--- src/rtl/tone_pkg.sv ---
// Shared state type and note divisor table for the tone sequencer.
package tone_pkg;

  typedef enum logic [1:0] {IDLE, LOAD, DWELL, DONE} seq_state_t;

  localparam int unsigned MAX_NOTES = 8;

  // Do..Do' divisors for a 50 MHz clock.
  localparam logic [31:0] NOTE_DIV [MAX_NOTES] = '{
    32'd47801, 32'd42590, 32'd37936, 32'd35816,
    32'd31887, 32'd28409, 32'd25330, 32'd23900
  };

  function automatic logic [31:0] note_div(input logic [2:0] idx);
    return NOTE_DIV[idx];
  endfunction

endpackage

--- src/rtl/tone_sequencer_if.sv ---
// Divisor load handshake between the tone sequencer (master) and the frequency divider (slave).
interface tone_sequencer_if;

  logic [31:0] divisor;
  logic        load_req;
  logic        load_ack;

  modport master (
    output divisor,
    output load_req,
    input  load_ack
  );

  modport slave (
    input  divisor,
    input  load_req,
    output load_ack
  );

endinterface

--- src/rtl/dwell_timer.sv ---
// Dwell counter: counts enabled cycles from zero and saturates at limit, flagging expiry there.
module dwell_timer (
  input  logic        clk,
  input  logic        reset,
  input  logic        clr,
  input  logic        en,
  input  logic [31:0] limit,
  output logic        expired
);

  logic [31:0] cnt_q, cnt_d;

  assign expired = (cnt_q == limit);

  always_comb begin
    cnt_d = cnt_q;
    if (clr) begin
      cnt_d = '0;
    end else if (en && !expired) begin
      cnt_d = cnt_q + 32'd1;
    end
  end

  always_ff @(posedge clk) begin
    if (reset) begin
      cnt_q <= '0;
    end else begin
      cnt_q <= cnt_d;
    end
  end

endmodule

--- src/rtl/tone_sequencer.sv ---
// Steps through the note table, loading each divisor over a req/ack handshake and holding it
// for a fixed dwell. Build option TONE_SEQ_LOOP_EN makes the table repeat instead of ending.
module tone_sequencer
  import tone_pkg::*;
#(
  parameter int unsigned NUM_NOTES    = 8,
  parameter int unsigned DWELL_CYCLES = 25_000_000
) (
  input  logic                         clk,
  input  logic                         reset,
  input  logic                         start,
  input  logic                         stop,
  input  logic                         pause,
  tone_sequencer_if.master             load_bus,
  output logic [$clog2(NUM_NOTES)-1:0] note_idx,
  output logic                         busy,
  output logic                         done
);

  localparam int unsigned     IdxW       = $clog2(NUM_NOTES);
  localparam logic [IdxW-1:0] LastIdx    = IdxW'(NUM_NOTES - 1);
  localparam logic [31:0]     DwellLimit = 32'(DWELL_CYCLES - 1);

  seq_state_t      state_q, state_d;
  logic [IdxW-1:0] idx_q, idx_d, idx_next;
  logic [31:0]     div_q, div_d;
  logic            dwell_en, expired, advance;

  assign idx_next = idx_q + IdxW'(1);
  assign dwell_en = (state_q == DWELL) && !pause;
  // Expiry only counts on an unpaused cycle so a pause delays the advance one-for-one.
  assign advance  = dwell_en && expired;

  dwell_timer u_dwell_timer (
    .clk     (clk),
    .reset   (reset),
    .clr     (state_q != DWELL),
    .en      (dwell_en),
    .limit   (DwellLimit),
    .expired (expired)
  );

  always_comb begin
    state_d = state_q;
    idx_d   = idx_q;
    div_d   = div_q;
    unique case (state_q)
      IDLE: begin
        if (start && !stop) begin
          state_d = LOAD;
          idx_d   = '0;
          div_d   = note_div(3'd0);
        end
      end
      LOAD: begin
        if (load_bus.load_ack) state_d = DWELL;
      end
      DWELL: begin
        if (advance) begin
          if (idx_q != LastIdx) begin
            state_d = LOAD;
            idx_d   = idx_next;
            div_d   = note_div(3'(idx_next));
          end else begin
`ifdef TONE_SEQ_LOOP_EN
            state_d = LOAD;
            idx_d   = '0;
            div_d   = note_div(3'd0);
`else
            state_d = DONE;
`endif
          end
        end
      end
      DONE: begin
        state_d = IDLE;
      end
    endcase
    // Abort keeps the last programmed note visible to the divider.
    if (stop) begin
      state_d = IDLE;
      idx_d   = idx_q;
      div_d   = div_q;
    end
  end

  always_ff @(posedge clk) begin
    if (reset) begin
      state_q <= IDLE;
      idx_q   <= '0;
      div_q   <= '0;
    end else begin
      state_q <= state_d;
      idx_q   <= idx_d;
      div_q   <= div_d;
    end
  end

  assign load_bus.divisor  = div_q;
  assign load_bus.load_req = (state_q == LOAD);
  assign note_idx          = idx_q;
  assign busy              = (state_q == LOAD) || (state_q == DWELL);
  assign done              = (state_q == DONE);

endmodule

--- src/flat_wrapper.sv ---
// flat-port wrapper written by rule: the top's interface ports become plain ports
module tone_sequencer_flat import tone_pkg::*;
#(
  parameter int unsigned NUM_NOTES    = 8,
  parameter int unsigned DWELL_CYCLES = 25_000_000
)
  (clk, reset, start, stop, pause, note_idx, busy, done, load_bus_divisor, load_bus_load_req, load_bus_load_ack);
  tone_sequencer_if load_bus_i ();
  input  logic clk;
  input  logic reset;
  input  logic start;
  input  logic stop;
  input  logic pause;
  output logic [$clog2(NUM_NOTES)-1:0] note_idx;
  output logic busy;
  output logic done;
  output wire logic [$bits(load_bus_i.divisor)-1:0] load_bus_divisor;
  output wire logic [$bits(load_bus_i.load_req)-1:0] load_bus_load_req;
  input wire logic [$bits(load_bus_i.load_ack)-1:0] load_bus_load_ack;
  assign load_bus_divisor = load_bus_i.divisor;
  assign load_bus_load_req = load_bus_i.load_req;
  assign load_bus_i.load_ack = load_bus_load_ack;
  tone_sequencer #(.NUM_NOTES(NUM_NOTES), .DWELL_CYCLES(DWELL_CYCLES)) u_core (.clk(clk), .reset(reset), .start(start), .stop(stop), .pause(pause), .load_bus(load_bus_i), .note_idx(note_idx), .busy(busy), .done(done));
endmodule
--- config.mk ---
export PLATFORM = sky130hd
export DESIGN_NAME = tone_sequencer_flat
export DESIGN_NICKNAME = d
export VERILOG_FILES = /design/src/rtl/tone_pkg.sv /design/src/rtl/tone_sequencer_if.sv /design/src/rtl/dwell_timer.sv /design/src/rtl/tone_sequencer.sv /design/src/flat_wrapper.sv
export SDC_FILE = /design/constraint.sdc
export NUM_CORES = 1
export LEC_CHECK = 0
export ABC_AREA = 1
export ABC_CLOCK_PERIOD_IN_PS = 4600
export BUFFER_PORTS_ARGS = -buffer_cell sky130_fd_sc_hd__buf_2
export CORE_ASPECT_RATIO = 1.5
export CORE_MARGIN = 10
export CORE_UTILIZATION = 35
export CTS_CLUSTER_DIAMETER = 60
export DETAILED_ROUTE_END_ITERATION = 10
export GPL_TIMING_DRIVEN = 1
export PLACE_DENSITY = 0.56
export SLEW_MARGIN = 20
export SYNTH_ARGS = -nofsm -noshare
export SYNTH_HDL_FRONTEND = slang
export SYNTH_SLANG_ARGS = --single-unit
--- constraint.sdc ---
create_clock -name clk -period 4.6 [get_ports clk]
set_clock_uncertainty 0.05 [all_clocks]
set_input_delay 0.92 -clock clk [delete_from_list [all_inputs] [get_ports clk]]
set_output_delay 0.92 -clock clk [all_outputs]
set_load 0.05 [all_outputs]
==> results.cfg <==
[sta]
finalHoldViolCount = 0
max_freq_mhz = 377
period_share = 0.577
slew_viol_final = 0
period_needed_ns = 2.65
relSlewSlack = 0.406
tightest_slew_ns = 0.890
whs_ns = 0.408
rsz0062_at_grt = false
setup_viol = 0
fin_setup_tns_ns = 0

[finish]
fillers = 1076
design_area_um2 = 3690
finalNonFillerCells = 665
drive_above_1_share = 0.0982
antennaDiodeCount = 0
nNetsFinal = 570
area_delta_synth_final_pct = 6.77

[logic_synthesis]
ys_ff_latch = 52
seq_area_frac_synth = 0.301
syn-cell-area_um2 = 3460
synthArstFlopShare = 0
yosysUniqueCellTypes = 32
yosys_warnings = 0
synth.avg_cell_area_um2 = 6.47
synth_top_cell_area_share = 0.301
synth_largest_area_cell = dfxtp_1
synth.area.top_cells = dfxtp_1, nand2_1, nor2_1
dominantRegCellSynth = dfxtp_1
netlist_instances = 534
synth-edff-count = 0
synth_most_common_cell = nand2_1
synthTopCellsByCount = nand2_1, nor2_1, a21oi_1, dfxtp_1, inv_1

[critical_path]
timing.rr.start = u_core.state_q[0]
cp.required_ns = 4.76
startpoint = u_core.state_q[0]
worstSetupPathType = flop to flop
endpoint_kind = flop
cp_num_buf_inv = 3
cp_common_cell = inv_1
crit_slowest_cell = ha_1
cpPeakStageDelay_ns = 0.63
cp-start-kind = flop
worstPathMaxFanout = 36
cp.arrival_ns = 2.81
path_cells = inv_1 > ha_1 > inv_1 > nor2_1 > nand2_4 > inv_2 > o21ai_0 > a21oi_1
critPathTopFamily = buffers and inverters

[pwr]
power_leakage_nw = 1.34
total_power_mw = 0.949
vdd.ir_drop.worst_mv = 0.138
power.density_nw_per_um2 = 257

[clocking]
cts_tree = built
h-tree-depth = 2
cts_buffer_depth = 2
postCtsSetupRepairBufs = 0
cts-buffers-inserted = 5
clk_latency_ns = 0.29
clock_sinks = 52
hold_buffers = 0
postCtsResizedCells = 0
clockRootBuffer = clkbuf_16
clkTransAtPathRegs_ns = 0.06

[placed_design]
place_inst = 657
place_area_um2 = 3540
routabilityCongestion = 0.865
dp_hpwl_um = 6520
port_buffers = 27

[die]
design.die.area_um2 = 14300
coreArea_um2 = 9690
floorplan.initialDensity = 0.357
num_rows = 44
die_y_um = 142
ios = 44
dieWidth_um = 101

[routing]
wirelength_um = 8470
drc = 0
avgViaCountPerCell = 4.72
dr.pass1.iters = 4
drtAntennaViolNets = 0
drt_iter0_drc = 115
wl_per_cell_um = 12.7
dr_total_vias = 3136

[global_route]
grt.total_usage = 0.121
antenna_found_initial = 0
grt_max_degree = 37
gr-total-overflow = 0
grt_pass1_wl_um = 14500
first_global_vias = 3150

[run_status]
outcome = finished, final reports clean

[job]
maxCapViolCount = 0

[min_path]
holdCritStartpoint = u_core.load_bus.divisor[1]
hold_path.class = flop to flop
==> placed cells by master (no fill, tap or decap), types with 2 or more instances in the layout <==
cell / n
a21boi_0: 3
a21oi_1: 53
buf_2: 27
clkbuf_16: 5
conb_1: 16
dfxtp_1: 52
ha_1: 14
inv_1: 38
nand2_1: 158
nand2_2: 6
nand2_4: 3
nand3_1: 28
nand3_2: 2
nand4_1: 4
nor2_1: 85
nor2_2: 3
nor2_4: 3
nor3_1: 4
o211ai_1: 2
o21ai_0: 15
o21ai_1: 2
xnor2_1: 6
xor2_1: 12
==> per-stage QoR <==
stage,utilization,setup slack (ns)
5_1_grt,0.381,1.66
6_report,0.381,1.95
3_5_place_dp,0.366,1.87
3_3_place_gp,0.366,1.89
4_1_cts,0.379,1.83
2_1_floorplan,-,2.56
==> cells by family after synthesis <==
logic type,Yosys count,synth area share
other,1,0.00108
AND/OR/NAND/NOR,298,0.363
flip-flops,52,0.301
AO/OA/AOI/OAI,78,0.124
XOR/XNOR,18,0.0456
buffers and inverters,73,0.115
adder cells (fa/ha/maj),14,0.0507
==> layer usage <==
layer | global-route usage | routed length [µm]
met3 | 0.0277 | 320
met4 | 0.0456 | 225
met1 | 0.135 | 3600
met2 | 0.214 | 4330
met5 | 0 | 0
==> worst paths after layout <==
check / to / slack, ns / cells past startpoint
min reg2reg: u_core.load_bus.divisor[1] / 0.41 / 2
max reg2reg: u_core.u_dwell_timer.cnt_q[31] / 1.95 / 8
min: u_core.load_bus.divisor[1] / 0.41 / 2
max: u_core.u_dwell_timer.cnt_q[31] / 1.95 / 8
==> registers in the layout, indices dropped and copies added, names as in the netlist <==
register / cells
u_core.load_bus.divisor: 16
u_core.note_idx: 2
u_core.state_q: 2
u_core.u_dwell_timer.cnt_q: 32
==> area by class of cell <==
type / count / area (µm²) / share of cell area
Timing Repair Buffer: 28 / 150 / 0.0407
Multi-Input combinational cell: 424 / 2080 / 0.562
Clock inverter: 1 / 5.00 / 0.00136
Tap cell: 115 / 144 / 0.0390
Clock buffer: 6 / 129 / 0.0349
Sequential cell: 52 / 1040 / 0.282
Inverter: 39 / 146 / 0.0397
==> worst reg2reg max path: stages, from the launching register on <==
cell and delay, ns:
dfxtp_1 0.33, inv_1 0.12, ha_1 0.63, inv_1 0.17, nor2_1 0.24, nand2_4 0.27
inv_2 0.44, o21ai_0 0.18, a21oi_1 0.14
==> power by group <==
group	leakage [nW]	switching, mW	internal (mW)
logic	0.852	0.100	0.0264
registers	0.421	0.00608	0.460
clock network	0.0667	0.159	0.198
total	1.34	0.265	0.685
No activity file was read; power rests on OpenSTA's default activity.
